File: config.mk
export PLATFORM = sky130hd
export DESIGN_NAME = fetch_unit
export DESIGN_NICKNAME = d
export VERILOG_FILES = /design/src/rtl/riscv_pkg.sv /design/src/rtl/sync_fifo.sv /design/src/rtl/fetch_unit.sv
export SDC_FILE = /design/constraint.sdc
export NUM_CORES = 1
export LEC_CHECK = 0
export ABC_AREA = 1
export CORE_MARGIN = 8
export CORE_UTILIZATION = 25
export DETAILED_ROUTE_END_ITERATION = 16
export PLACE_DENSITY = 0.42
export SLEW_MARGIN = 0
export SYNTH_ARGS = -nofsm -noshare
export SYNTH_HDL_FRONTEND = slang
export SYNTH_SLANG_ARGS = --single-unit
export TNS_END_PERCENT = 5
File: constraint.sdc
create_clock -name clk -period 5.5 [get_ports clk]
set_clock_uncertainty 0.15 [all_clocks]
set_input_delay 0.825 -clock clk [delete_from_list [all_inputs] [get_ports clk]]
set_output_delay 0.825 -clock clk [all_outputs]
set_load 0.01 [all_outputs]
File: src/rtl/riscv_pkg.sv
// Shared definitions for the RISC-V core front end.
//   XLEN          : default data/address width
//   RESET_PC      : default first fetch address after reset
//   NOP_INSTR     : canonical NOP (addi x0, x0, 0) shown when no instruction is held
//   fetch_state_t : fetch sequencing states
package riscv_pkg;

    localparam int              XLEN      = 32;
    localparam logic [XLEN-1:0] RESET_PC  = 32'h0000_0000;
    localparam logic [31:0]     NOP_INSTR = 32'h0000_0013;

    typedef enum logic [1:0] {
        BOOT  = 2'd0,
        RUN   = 2'd1,
        FLUSH = 2'd2
    } fetch_state_t;

endpackage

File: src/rtl/sync_fifo.sv
// Synchronous FIFO with show-ahead read and a synchronous flush.
// Ports:
//   clk, rst_n : clock, asynchronous active-low reset (control state only)
//   clear      : empties the FIFO; takes priority over push and pop
//   push, din  : write request and data (ignored when full unless popping)
//   pop        : read request (ignored when empty)
//   dout       : head entry, valid whenever count != 0
//   count      : current occupancy, 0..DEPTH
// DEPTH must be a power of two so the pointers wrap naturally.
module sync_fifo #(
    parameter int WIDTH = 8,
    parameter int DEPTH = 2
) (
    input  logic                       clk,
    input  logic                       rst_n,
    input  logic                       clear,
    input  logic                       push,
    input  logic                       pop,
    input  logic [WIDTH-1:0]           din,
    output logic [WIDTH-1:0]           dout,
    output logic [$clog2(DEPTH):0]     count
);

    localparam int AW = (DEPTH > 1) ? $clog2(DEPTH) : 1;
    localparam int CW = $clog2(DEPTH) + 1;

    logic [WIDTH-1:0] mem [DEPTH];
    logic [AW-1:0]    wr_ptr;
    logic [AW-1:0]    rd_ptr;
    logic             do_push;
    logic             do_pop;

    assign do_pop  = pop && (count != '0);
    // A full FIFO can still accept a write when the head leaves in the same cycle.
    assign do_push = push && ((count != CW'(DEPTH)) || do_pop);
    assign dout    = mem[rd_ptr];

    always_ff @(posedge clk or negedge rst_n) begin
        if (!rst_n) begin
            wr_ptr <= '0;
            rd_ptr <= '0;
            count  <= '0;
        end else if (clear) begin
            wr_ptr <= '0;
            rd_ptr <= '0;
            count  <= '0;
        end else begin
            if (do_push) wr_ptr <= wr_ptr + 1'b1;
            if (do_pop)  rd_ptr <= rd_ptr + 1'b1;
            count <= count + CW'(do_push) - CW'(do_pop);
        end
    end

    // Storage carries no reset; entries are only observed once written.
    always_ff @(posedge clk) begin
        if (do_push && !clear) mem[wr_ptr] <= din;
    end

endmodule

File: src/rtl/fetch_unit.sv
// Instruction fetch stage: owns the PC, issues word reads to instruction
// memory, buffers returned words and hands {pc, instr} to decode.
// Ports:
//   clk, rst_n                          : clock, asynchronous active-low reset
//   imem_req_valid/ready/addr           : fetch request handshake (addr word aligned)
//   imem_resp_valid/data                : in-order read responses
//   pc_source, redirect_target          : redirect from the control unit
//   instr_valid/ready, instr, instr_pc  : decode-side handshake
//   fetch_misaligned                    : only with FETCH_MISALIGN_TRAP_EN defined;
//                                         sticky flag for a misaligned redirect
// Build option: FETCH_MISALIGN_TRAP_EN. When undefined, redirect_target[1:0]
// is ignored and the fetch address is forced word aligned.
module fetch_unit #(
    parameter int              XLEN       = riscv_pkg::XLEN,
    parameter logic [XLEN-1:0] RESET_PC   = XLEN'(riscv_pkg::RESET_PC),
    parameter int              FIFO_DEPTH = 2
) (
    input  logic            clk,
    input  logic            rst_n,
    output logic            imem_req_valid,
    input  logic            imem_req_ready,
    output logic [XLEN-1:0] imem_req_addr,
    input  logic            imem_resp_valid,
    input  logic [31:0]     imem_resp_data,
    input  logic            pc_source,
    input  logic [XLEN-1:0] redirect_target,
    output logic            instr_valid,
    input  logic            instr_ready,
    output logic [31:0]     instr,
    output logic [XLEN-1:0] instr_pc
`ifdef FETCH_MISALIGN_TRAP_EN
    ,
    output logic            fetch_misaligned
`endif
);

    import riscv_pkg::*;

    localparam int CW = $clog2(FIFO_DEPTH) + 1;
    localparam int BW = XLEN + 32;

    fetch_state_t    state;
    fetch_state_t    state_nxt;
    logic [XLEN-1:0] fetch_pc;
    logic [XLEN-1:0] redirect_pc;
    logic [CW-1:0]   outstanding;
    logic [CW-1:0]   out_nxt;
    logic [CW-1:0]   drop_cnt;
    logic [CW-1:0]   ibuf_count;
    logic [CW-1:0]   aq_count;
    logic [BW-1:0]   ibuf_din;
    logic [BW-1:0]   ibuf_dout;
    logic [XLEN-1:0] aq_dout;
    logic            ibuf_empty;
    logic            req_fire;
    logic            resp_in;
    logic            credit_ok;
    logic            fetch_blocked;
    logic            ibuf_push;
    logic            ibuf_pop;
    logic            aq_pop;

    // A response with nothing outstanding cannot belong to this unit.
    assign resp_in  = imem_resp_valid && (outstanding != '0);
    assign req_fire = imem_req_valid && imem_req_ready;
    assign out_nxt  = outstanding + CW'(req_fire) - CW'(resp_in);

    // Every accepted request reserves a buffer slot, so responses never overflow.
    assign credit_ok = ({1'b0, outstanding} + {1'b0, ibuf_count}) < (CW+1)'(FIFO_DEPTH);

`ifdef FETCH_MISALIGN_TRAP_EN
    assign redirect_pc   = redirect_target;
    assign fetch_blocked = fetch_misaligned;

    always_ff @(posedge clk or negedge rst_n) begin
        if (!rst_n)         fetch_misaligned <= 1'b0;
        else if (pc_source) fetch_misaligned <= (redirect_target[1:0] != 2'b00);
    end
`else
    logic redirect_lsb_unused;
    assign redirect_lsb_unused = ^redirect_target[1:0];
    assign redirect_pc   = {redirect_target[XLEN-1:2], 2'b00};
    assign fetch_blocked = 1'b0;
`endif

    assign imem_req_valid = (state == RUN) && credit_ok && !fetch_blocked;
    assign imem_req_addr  = fetch_pc;

    assign ibuf_empty  = (ibuf_count == '0);
    assign instr_valid = !ibuf_empty && !fetch_blocked;
    assign instr       = ibuf_empty ? NOP_INSTR : ibuf_dout[31:0];
    assign instr_pc    = ibuf_empty ? '0 : ibuf_dout[BW-1:32];

    // Only RUN-state responses belong to the current path; the address queue
    // tags each one with the PC it was fetched from.
    assign ibuf_push = resp_in && (state == RUN);
    assign ibuf_pop  = instr_valid && instr_ready;
    assign ibuf_din  = {aq_dout, imem_resp_data};
    assign aq_pop    = resp_in && (state == RUN) && (aq_count != '0);

    // Redirect clears both queues; clear beats a same-cycle push, so a request
    // accepted or a response returned in the redirect cycle is treated as stale.
    sync_fifo #(.WIDTH(BW), .DEPTH(FIFO_DEPTH)) u_ibuf (
        .clk   (clk),
        .rst_n (rst_n),
        .clear (pc_source),
        .push  (ibuf_push),
        .pop   (ibuf_pop),
        .din   (ibuf_din),
        .dout  (ibuf_dout),
        .count (ibuf_count)
    );

    sync_fifo #(.WIDTH(XLEN), .DEPTH(FIFO_DEPTH)) u_addr_q (
        .clk   (clk),
        .rst_n (rst_n),
        .clear (pc_source),
        .push  (req_fire),
        .pop   (aq_pop),
        .din   (fetch_pc),
        .dout  (aq_dout),
        .count (aq_count)
    );

    always_ff @(posedge clk or negedge rst_n) begin
        if (!rst_n) state <= BOOT;
        else        state <= state_nxt;
    end

    always_comb begin
        state_nxt = state;
        case (state)
            BOOT:    state_nxt = RUN;
            RUN:     if (pc_source && (out_nxt != '0)) state_nxt = FLUSH;
            FLUSH:   if ((drop_cnt == '0) || (resp_in && (drop_cnt == CW'(1)))) state_nxt = RUN;
            default: state_nxt = BOOT;
        endcase
    end

    always_ff @(posedge clk or negedge rst_n) begin
        if (!rst_n) begin
            fetch_pc    <= RESET_PC;
            outstanding <= '0;
            drop_cnt    <= '0;
        end else begin
            outstanding <= out_nxt;
            if (pc_source)     fetch_pc <= redirect_pc;
            else if (req_fire) fetch_pc <= fetch_pc + XLEN'(4);
            // In FLUSH a further redirect leaves the drop count alone.
            if (pc_source && (state != FLUSH))
                drop_cnt <= out_nxt;
            else if ((state == FLUSH) && resp_in && (drop_cnt != '0))
                drop_cnt <= drop_cnt - CW'(1);
        end
    end

endmodule

# After elaboration in Yosys (flattened, before gate mapping)

Memory sizes are Yosys's and may differ from the RTL's.
Cells that the tools add are included.
W data, S select, Z words.

Register bits after elaboration: 46
Bits in writable memories: 192
Bits of input ports: 70
Output and inout bits: 98
Word-level logic and storage cells: 94
Memories: 2

Memories:

| memory       | words | bits a word | rd ports | clocked after memory_dff | wr ports | RTL line        | RTL |
|---|---|---|---|---|---|---|---|
| u_ibuf.mem   | 2     | 64          | 1        | 0                        | 1        | sync_fifo.sv:27 | `logic [WIDTH-1:0] mem [DEPTH];` |
| u_addr_q.mem | 2     | 32          | 1        | 0                        | 1        | sync_fifo.sv:27 |  |

Add/sub/neg operators: 13
Magnitude comparators: 1
Eq/ne operators: 8
Multiplexer cells: 23
Reduce and logical (&&, ||, !) cells: 37

Operator list:

| operator                | number |
|---|---|
| $mux W32                | 4 |
| $add A32 B3 Y32 const B | 1 |
| $reduce_bool A2 Y1      | 11 |
| $logic_and A1 B1 Y1     | 17 |
| $mux W1                 | 12 |
| $mux W2                 | 6 |
| $ne A2 B2 Y1 const B    | 4 |
| $add A2 B1 Y2           | 3 |
| $logic_not A2 Y1        | 3 |
| $pmux W2 S3             | 1 |
| $sub A2 B1 Y2           | 3 |
| $add A1 B1 Y1 const B   | 4 |
| $eq A2 B1 Y1 const B    | 2 |
| $add A2 B2 Y3           | 1 |
| $logic_or A1 B1 Y1      | 3 |
| $lt A3 B2 Y1 const B    | 1 |
| $eq A2 B2 Y1 const B    | 1 |
| $logic_not A1 Y1        | 2 |
| $ne A2 B1 Y1 const B    | 1 |
| $reduce_and A2 Y1       | 1 |
| $sub A2 B1 Y2 const B   | 1 |

# Depth between registers and ports, before layout

Gate-level depths: netlist (run 1).

Depth in word-level cells: 10
Mapped depth: 14
Gate-level depth less buffers: 14

# Hierarchy

Synthesis (run 1) repeated with hierarchy kept, for this count alone.

Cells, all modules: 1114
Area, all modules: 10747.8 um2

By module, submodules not included:

| module               | times used | cells each | area each (um2) | seq. area each (um2) |
|---|---|---|---|---|
| sync_fifo (u_ibuf)   | 1          | 371        | 4933.5          | 3943.8 |
| fetch_unit           | 1          | 539        | 3178.0          | 900.9 |
| sync_fifo (u_addr_q) | 1          | 204        | 2636.3          | 2021.9 |

# Worst setup path after synthesis (run 1)

OpenSTA, ideal clock, no wires.

Path type: input to register
From: in pc_source
To: mem u_ibuf.mem[1][0] (netlist name) (enable)
Library setup time: 0.558 ns
Data arrival time: 5.456 ns
Required time: 4.792 ns
Path slack: -0.664 ns
Cell stages on the path: 3
Buffers on the path: 2
Path through: buf_2 -> buf_1 -> nor3_1

Word-level cells in the longest chain between the ends: 4

Ends and longest elaborated chain:

| item                          | RTL line         | RTL |
|---|---|---|
| start: declaration            | fetch_unit.sv:25 | `input logic pc_source,` |
| $logic_not A1 Y1              | sync_fifo.sv:56  | `if (do_push && !clear) mem[wr_ptr] <= din;` |
| $logic_and A1 B1 Y1           | sync_fifo.sv:56  |  |
| $mux W1                       | sync_fifo.sv:56  |  |
| $mux W1 (not written as such) | sync_fifo.sv:56  |  |
| end: declaration              | sync_fifo.sv:27  |  |

No other way between the ends.

# Worst setup path after layout (run 1)

From: reg u_ibuf.rd_ptr
To: out instr[22]

Word-level cells in the longest chain between the ends: 2

Ends and longest elaborated chain:

| item                     | RTL line         | RTL |
|---|---|---|
| start: declaration       | sync_fifo.sv:29  | `logic [AW-1:0] rd_ptr;` |
| start signal: assignment | sync_fifo.sv:49  | `if (do_pop) rd_ptr <= rd_ptr + 1'b1;` |
| $mem_v2 Z2 W64           | --               |  |
| $mux W32                 | fetch_unit.sv:91 | `assign instr = ibuf_empty ? NOP_INSTR : ibuf_dout[31:0];` |
| end: declaration         | fetch_unit.sv:29 | `output logic [31:0] instr,` |

No other way between the ends.

==> flow_summary.ini, run 1 <==
[placed_design]
place_congestion = 0.7801
dpl.hpwl_um = 17340
dp.cells = 1605
io_buffers = 161
placedInstanceArea_um2 = 12060

[clock_tree]
numClockSinks = 228
cts_hold_buf = 0
tritoncts = done
htreeDepth = 1
clock_latency_ns = 0.54
clockRootBuffer = clkbuf_16
path_clk_slew_ns = 0.06
cts_buffers = 26
cts_setup_buffers = 0
post_cts_resized = 0
clk_path_buf_depth = 3

[grt]
grt_pass1_vias = 7111
grt_max_degree = 65
grt.overflow.total = 0
antenna_found_initial = 0
grt_pass1_wl_um = 42350
track_usage_pct = 11.49

[layout]
final_util_pct = 33.27
final_nets = 1195
drive_gt1_share_pct = 6.449
stdcell_area_um2 = 12890
finalNonFillerCells = 1650
n_antenna_cell = 0
regArea_um2 = 6628
multi_input_comb_area_um2 = 2818
area_delta_synth_final_pct = 31.19
n_fill_cell = 3953

[die]
rows = 72
pin_count = 168
die_x_um = 214.2
core-area_um2 = 38740
die_h_um = 214.2
dieArea_um2 = 45900
start_util_pct = 25.36

[timing]
drv_slew = 0
setup_viol = 0
maxSlewHeadroom_pct = 29.37
setup-tns-final_ns = 0
timing.hold.ws_ns = 0.2539
worst_pin_slew_ns = 1.058
timing.final.crit_share_pct = 68.33
timing.fmax_mhz = 266.1
min_period_ns = 3.758
rsz0062_at_grt = false
finalHoldViolCount = 0

[drt]
wl_per_cell_um = 16.25
drt-initial-drc-count = 380
ant_nets = 0
drc = 0
dr_total_vias = 6883
vias_per_cell = 4.172
detail_route.wirelength_um = 26820
first_pass_iters = 5

[critical_path]
crit_arrival_ns = 2.78
critPathCaptureType = output pin
worstReg2RegStart = u_ibuf.count[0]
crit_path_start_kind = flop
worstPathMaxFanout = 40
crit_type = flop to output pin
cp.required_ns = 4.53
critPathLaunch = u_ibuf.rd_ptr

[logic_synthesis]
synth_seq_cells = 228
synth_cell_type_count = 30
synth_area_um2 = 9824
synthFlopType = edfxtp_1
async_flop_share_pct = 19.30
synth_cells = 950
synth_edf_count = 184
avgSynthCellArea_um2 = 10.34
synth_seq_area_share_pct = 67.45
ys_warn_count = 0

[run]
cap_violations = 0

[power]
ir_worst_vdd_mv = 0.1836
p_leak_nw = 4.915
powerDensity_nw_per_um2 = 442.4

[status]
outcome = finished, final reports clean

[worst_hold_path]
hp-class = input pin to async pin
==> worst max-delay path, cell delays in order (launching register included) <==
cell	delay, ns
dfrtp_2	0.40
inv_2	0.60
buf_4	0.41
nand2_1	0.08
a21oi_1	0.16
clkdlybuf4s50_1	0.58
==> metal layers <==
| layer | global-route usage [%] | wire length (um) | part of all wire (%) | vias to the layer above |
|---|---|---|---|---|
| met5 | 0 | 0 | 0 | - |
| met4 | 2.765 | 457 | 1.7 | 0 |
| met3 | 2.948 | 1575 | 5.9 | 33 |
| met2 | 18.13 | 12060 | 45 | 173 |
| met1 | 15.60 | 12730 | 47 | 3200 |
| li1 | - | - | - | 3477 |
==> cell usage in the layout (no fill, tap or decap), types with 7 or more instances in the layout <==
cell type        instances
inv_1                   62
clkdlybuf4s50_1        160
buf_4                    9
nor2_4                   8
o21ai_0                 21
edfxtp_1               184
nand2_1                379
nor2_1                  36
ha_1                     9
a21oi_1                 60
dfrtp_1                 43
xnor2_1                  7
clkbuf_1                 8
nand3_1                 60
clkbuf_16               26
==> where the power goes <==
part	internal (mW)	switching, mW	leakage, nW
clock network	1.02	0.672	0.400
logic	0.675	0.947	2.30
registers	2.18	0.212	2.21
==> cells in the mapped netlist, types with 7 or more instances <==
cell | n | share of area (%)
a21oi_1 | 60 | 3.1
nor2_1 | 38 | 1.5
clkbuf_1 | 22 | 0.84
edfxtp_1 | 184 | 56
xnor2_1 | 7 | 0.62
nand2_1 | 379 | 14
inv_1 | 62 | 2.4
nand3_1 | 60 | 3.1
o21ai_0 | 21 | 1.1
dfrtp_1 | 44 | 11
ha_1 | 9 | 1.1
buf_2 | 8 | 0.41
==> through the flow <==
step                      total power [mW]  worst slack, ns
after global placement               4.087            1.962
final                                5.702            1.742
after CTS                            5.832            1.608
after detailed placement             4.096            1.952
after global routing                 6.093            1.501
after floorplan                      3.220            1.049
==> area by class of cell <==
cell class	instances	share of cell area, %
Clock buffer	35	5.388
Inverter	68	1.980
Clock inverter	10	1.019
Multi-Input combinational cell	619	21.86
Sequential cell	228	51.42
Timing Repair Buffer	172	13.30
Tap cell	518	5.029
==> worst paths after layout <==
kind	end	slack (ns)	cells past startpoint
worst max-delay path	instr[22]	1.74	5
worst min-delay path	outstanding[1]	0.25	2
worst max register to register	u_addr_q.mem[0][25]	2.45	10
worst min register to register	u_ibuf.wr_ptr	0.37	2
max in group asynchronous	u_ibuf.rd_ptr	4.49	2
min in group clk	u_ibuf.wr_ptr	0.37	2
==> cell families after synthesis <==
logic type,Yosys count,synth area share (%)
compound gates,93,4.992
xor+xnor,12,1.070
fa+ha+maj,10,1.350
buf+inv,106,4.305
flops,228,67.45
other cells,1,0.03817
simple gates,500,20.80
==> state kept, by name, indices dropped and copies added (netlist names) <==
name,flops
drop_cnt,2
imem_req_addr,30
outstanding,2
state,2
u_addr_q.count,2
u_addr_q.mem,60
u_addr_q.rd_ptr,1
u_addr_q.wr_ptr,1
u_ibuf.count,2
u_ibuf.mem,124
u_ibuf.rd_ptr,1
u_ibuf.wr_ptr,1
Power figures use the tool's default switching activity.
==> run 2, diff against run 1 <==
PLACE_DENSITY = 0.41   (was 0.42)
clock period = 3.84 ns   (was 5.5 ns; I/O delays follow)
==> run 2 against run 1 <==
  * Flip-flop and latch count did not move
  * Cell count rose by 0.85%
  * Non-clock buffer count rose by 7
  * Critical path type unchanged
==> flow_summary.ini, run 2 (synthesis results as in run 1) <==
[status]
outcome = finished, final reports clean

[clock_tree]
numClockSinks = 228
clock_latency_ns = 0.56
tritoncts = done
cts_buffers = 28
post_cts_resized = 0
path_clk_slew_ns = 0.06
htreeDepth = 1
clockRootBuffer = clkbuf_16
clk_path_buf_depth = 3

[layout]
final_nets = 1204
final_common_cell = nand2_1
largest_register_ffs = 124
area_delta_synth_final_pct = 32.55
regArea_um2 = 6628
stdcell_area_um2 = 13020
multi_input_comb_area_um2 = 2818
n_fill_cell = 3920
drive_gt1_share_pct = 7.330
final_cell_mix = nand2_1, edfxtp_1, clkdlybuf4s50_1
n_antenna_cell = 0
top_register = u_ibuf.mem

[timing]
min_period_ns = 3.333
postLayoutSetupSlackWorst_ns = 0.5073
timing.final.crit_share_pct = 86.79
worst_pin_slew_ns = 1.066
maxSlewHeadroom_pct = 28.83
rsz0062_at_grt = false
drv_slew = 0
setup_viol = 0
timing.fmax_mhz = 300.1
timing.hold.ws_ns = 0.3594
finalHoldViolCount = 0
setup-tns-final_ns = 0

[power]
ir_worst_vdd_mv = 0.3528
power_frac_comb_pct = 28.9
p_int_mw = 5.520
p_leak_nw = 4.975
pwr-share-clk_pct = 29.5
powerDensity_nw_per_um2 = 630.7
p_switching_mw = 2.693
p_seq_share_pct = 41.7
p_sw_share_pct = 32.79

[critical_path]
critPathCaptureType = output pin
r2r_setup_slack_ns = 1.18
crit_type = flop to output pin
worst-r2r-cell-count = 9
worstReg2RegStart = u_ibuf.count[0]
crit_chain = inv_2 -> buf_4 -> nand2_1 -> a21oi_1 -> clkdlybuf4s50_1
crit_buf_inv = 3
crit_path_start_kind = flop
crit_arrival_ns = 2.61
critPathLaunch = u_ibuf.rd_ptr
cp.required_ns = 3.11
reg2reg_to = u_addr_q.mem[1][13]
critPathSlowestCell = clkdlybuf4s50_1
cpLargestDelayFamily = buffers and inverters
critPathMaxStageDelay_ns = 0.57
worstPathMaxFanout = 27

[worst_hold_path]
min_to = u_addr_q.wr_ptr
whs_path_depth = 2
hp-start = u_addr_q.wr_ptr
hp-class = flop to flop

[die]
die_x_um = 214.2
dieArea_um2 = 45900
start_util_pct = 25.36
pin_count = 168
die_h_um = 214.2
core-area_um2 = 38740
rows = 72

[grt]
grt_pass1_wl_um = 42680
grt_pass1_vias = 7042
grt_max_degree = 65
track_usage_pct = 11.72
antenna_found_initial = 0
grt.overflow.total = 0

[drt]
vias_per_cell = 4.156
dr_total_vias = 6916
detail_route.wirelength_um = 27250
drc = 0
first_pass_iters = 5
ant_nets = 0
wl_per_cell_um = 16.37
drt-initial-drc-count = 313

[placed_design]
io_buffers = 161
placedInstanceArea_um2 = 12170
place_ws_ns = 0.7928
dpl.hpwl_um = 17980
place_congestion = 0.7751

[run]
cap_violations = 0
-- run 2: cell count changes in the layout (fill, tap and decap cells not counted) --
cell and delta:
buf_12 +5, clkinv_2 +5, bufinv_16 -2, clkbuf_1 +2, clkbuf_16 +2, buf_4 +1, clkbuf_8 -1, clkinvlp_4 +1
dlygate4sd3_1 +1
-- run 2: worst max path at each step --
stage	end	cells past startpoint	slack, ns
3_5_place_dp	u_ibuf.mem[1][40]	8	0.79
6_report	instr[21]	5	0.51
5_1_grt	instr[10]	5	0.27
3_3_place_gp	u_ibuf.mem[1][40]	8	0.81
4_1_cts	instr[21]	5	0.39
2_1_floorplan	u_addr_q.mem[1][10]	8	-0.15
-- run 2: repair_timing --
action,CTS,global route
buffers inserted,0,0
endpoints found under the hold margin,29,0
hold buffers,1,0
-- run 2: worst min-delay path, stage by stage, from the launching register on --
cell	delay, ns
dfrtp_1	0.35
nand3_1	0.08
nand2_1	0.05
-- run 2: layout make-up --
cell class / count / area share, %
Multi-Input combinational cell: 619 / 21.64
Inverter: 68 / 1.960
Tap cell: 518 / 4.977
Timing Repair Buffer: 179 / 14.07
Clock buffer: 38 / 5.669
Sequential cell: 228 / 50.89
Clock inverter: 14 / 0.7975
-- run 2: power groups by stage --
stage	registers, mW	logic, mW	clock network, mW
after global routing	3.48	2.66	2.62
after detailed placement	3.47	2.44	0
after CTS	3.43	2.44	2.52
final	3.42	2.37	2.42
after floorplan	3.41	1.20	0
after global placement	3.47	2.42	0
-- run 2: stage by stage --
step	power [mW]	instances	utilization (%)
after floorplan	4.612	953	-
after global placement	5.883	1611	31.42
after detailed placement	5.908	1611	31.42
after CTS	8.385	1664	33.62
after global routing	8.752	1664	33.62
final	8.213	1664	33.62
-- run 2: per-layer routing --
metal  up-vias  global-route usage, %  part of all wire, %  routed length (um)
li1       3500                      -                    -                   -
met5         -                      0                    0                   0
met1      3230                  15.74                   48               13020
met2       158                  18.63                   45               12310
met4         0                  3.245                  2.0                 537
met3        28                  2.835                  5.0                1375
==> run 3, diff against run 2 <==
ABC_AREA = 0   (was 1)
==> run 3 against run 2 <==
  * Flip-flop and latch count did not move
  * Critical path depth did not move
  * Sequential power fell by 6%
  * Critical path type unchanged
  * Non-clock buffer count fell by 1
==> flow_summary.ini, run 3 <==
[status]
outcome = finished, final reports clean

[grt]
grt_max_degree = 63
grt_pass1_vias = 6151
grt_pass1_wl_um = 38090
track_usage_pct = 11.04
antenna_found_initial = 0
grt.overflow.total = 0

[logic_synthesis]
yosys.cell_count.top_type = edfxtp_1
synth_seq_cells = 228
ys_warn_count = 0
synthFlopType = edfxtp_1
synthTopCellsByArea = edfxtp_1, dfrtp_1, mux2i_1
async_flop_share_pct = 19.30
synth_cell_type_count = 45
synth_edf_count = 184
avgSynthCellArea_um2 = 14.52
synth_cells = 649
synth_area_leader_cell = edfxtp_1
synth_commonest_cells = edfxtp_1, nor2_1, mux2i_1, dfrtp_1, mux2_2
synth_area_um2 = 9424
synth_seq_area_share_pct = 70.31
synth_top_area_share_pct = 58.63

[clock_tree]
path_clk_slew_ns = 0.06
cts_buffers = 27
cts_setup_buffers = 0
numClockSinks = 228
clockRootBuffer = clkbuf_16
clk_path_buf_depth = 3
tritoncts = done
htreeDepth = 1
clock_latency_ns = 0.52

[placed_design]
dp.cells = 1305
io_buffers = 161
place_ws_ns = 0.3543
dpl.hpwl_um = 16150
place_congestion = 0.7036
placedInstanceArea_um2 = 11720

[timing]
finalHoldViolCount = 0
worst_pin_slew_ns = 0.9271
timing.fmax_mhz = 271.4
postLayoutSetupSlackWorst_ns = 0.1548
setup_viol = 0
drv_slew = 0
timing.hold.ws_ns = 0.3551
timing.final.crit_share_pct = 95.97
min_period_ns = 3.685
rsz0062_at_grt = false
maxSlewHeadroom_pct = 38.19

[critical_path]
r2r_setup_slack_ns = 0.37
crit_chain = and2_1 -> fa_1 -> or4b_1 -> inv_1 -> clkdlybuf4s50_1
crit_arrival_ns = 2.96
critPathMaxStageDelay_ns = 0.70
crit_type = flop to output pin
worstReg2RegStart = u_ibuf.count[0]
critPathCaptureType = output pin
crit_path_start_kind = flop
reg2reg_to = imem_req_addr[28]
worst-r2r-cell-count = 6
cp.required_ns = 3.11
worstPathMaxFanout = 10
critPathSlowestCell = or4b_1

[die]
die_x_um = 210.2
dieArea_um2 = 44170
start_util_pct = 25.20
pin_count = 168
rows = 71
core-area_um2 = 37400
die_h_um = 210.2

[run]
cap_violations = 0

[layout]
multi_input_comb_area_um2 = 2615
final_cell_mix = edfxtp_1, clkdlybuf4s50_1, nor2_1
final_nets = 904
drive_gt1_share_pct = 10.78
largest_register_ffs = 124
regArea_um2 = 6630
top_register = u_ibuf.mem
n_antenna_cell = 0
final_common_cell = edfxtp_1
area_delta_synth_final_pct = 33.21
n_fill_cell = 3684
finalNonFillerCells = 1355
stdcell_area_um2 = 12550

[drt]
ant_nets = 0
detail_route.wirelength_um = 24620
wl_per_cell_um = 18.17
drc = 0
vias_per_cell = 4.252
dr_total_vias = 5761
drt-initial-drc-count = 212
first_pass_iters = 4

[worst_hold_path]
hp-class = input pin to async pin

[power]
powerDensity_nw_per_um2 = 623.1
ir_worst_vdd_mv = 0.2939
p_leak_nw = 4.224
==> run 3: changes by cell type in the layout (fill, tap and decap cells not counted), moves of 14 or more <==
cell | before | now
a31oi_1 | 1 | 16
nand2_1 | 379 | 28
mux2i_1 | 0 | 64
inv_1 | 62 | 18
nand3_1 | 60 | 14
a21oi_1 | 60 | 2
o31ai_1 | 0 | 14
nor2_1 | 36 | 85
or4_1 | 0 | 19
mux2_2 | 0 | 31
==> run 3: power by group <==
part | internal (mW) | total [mW] | switching [mW]
registers | 3.01 | 3.23 | 0.224
logic | 1.09 | 2.22 | 1.12
clock network | 1.41 | 2.37 | 0.965
==> run 3: worst max-delay path, delay by kind of cell (launching register included) <==
kind	cells	cell delay, ns
simple gates	2	0.87
buf+inv	2	0.71
fa+ha+maj	1	0.45
flops	1	0.42
==> run 3: how the worst max path moves through the flow <==
stage                          from             endpoint  slack, ns  cells past startpoint
floorplan            outstanding[0]  u_addr_q.mem[0][10]       -0.1                      5
global placement    u_ibuf.count[0]             state[0]       0.33                     12
detailed placement  u_ibuf.count[0]    imem_req_addr[28]       0.35                      6
CTS                 u_ibuf.count[0]       imem_req_valid        0.1                      5
global route        u_ibuf.count[0]       imem_req_valid       0.01                      5
finish              u_ibuf.count[0]       imem_req_valid       0.15                      5
==> run 3: per-layer routing <==
| layer | GRT usage, % | share of wire [%] | wire length (um) |
|---|---|---|---|
| met3 | 2.748 | 5.7 | 1412 |
| met2 | 18.84 | 48 | 11890 |
| met1 | 13.70 | 44 | 10820 |
| met5 | 0 | 0 | 0 |
| met4 | 3.183 | 2.0 | 504 |
==> run 3: area by class of cell <==
type,count,share of cell area (%)
sequential,228,52.82
multi-input combinational,371,20.83
timing repair buffer,178,14.13
clock buffer,37,5.920
tap,511,5.093
clock inverter,12,0.6678
inverter,18,0.5382
==> run 3: cells by family after synthesis <==
group | Yosys count | synth area share [%]
other | 1 | 0.03979
xor gates and xnor gates | 17 | 1.739
buffers and inverters | 53 | 2.363
adders and majority gates | 10 | 1.407
AOI/OAI and AO/OA | 55 | 3.864
muxes | 95 | 10.50
DFF | 228 | 70.31
and+or+nand+nor | 190 | 9.772
==> run 3: repair_timing <==
item,in CTS,in global routing
hold endpoints to repair,13,0
resized for setup,0,0
hold buffers,1,0
endpoints found under the setup margin,0,0
==> run 3: through the flow <==
stage | util, % | setup TNS, ns | power (mW)
2_1_floorplan | - | -2.898 | 4.371
3_3_place_gp | 31.33 | 0 | 5.575
3_5_place_dp | 31.33 | 0 | 5.578
4_1_cts | 33.57 | 0 | 8.011
5_1_grt | 33.57 | 0 | 8.290
6_report | 33.57 | 0 | 7.822
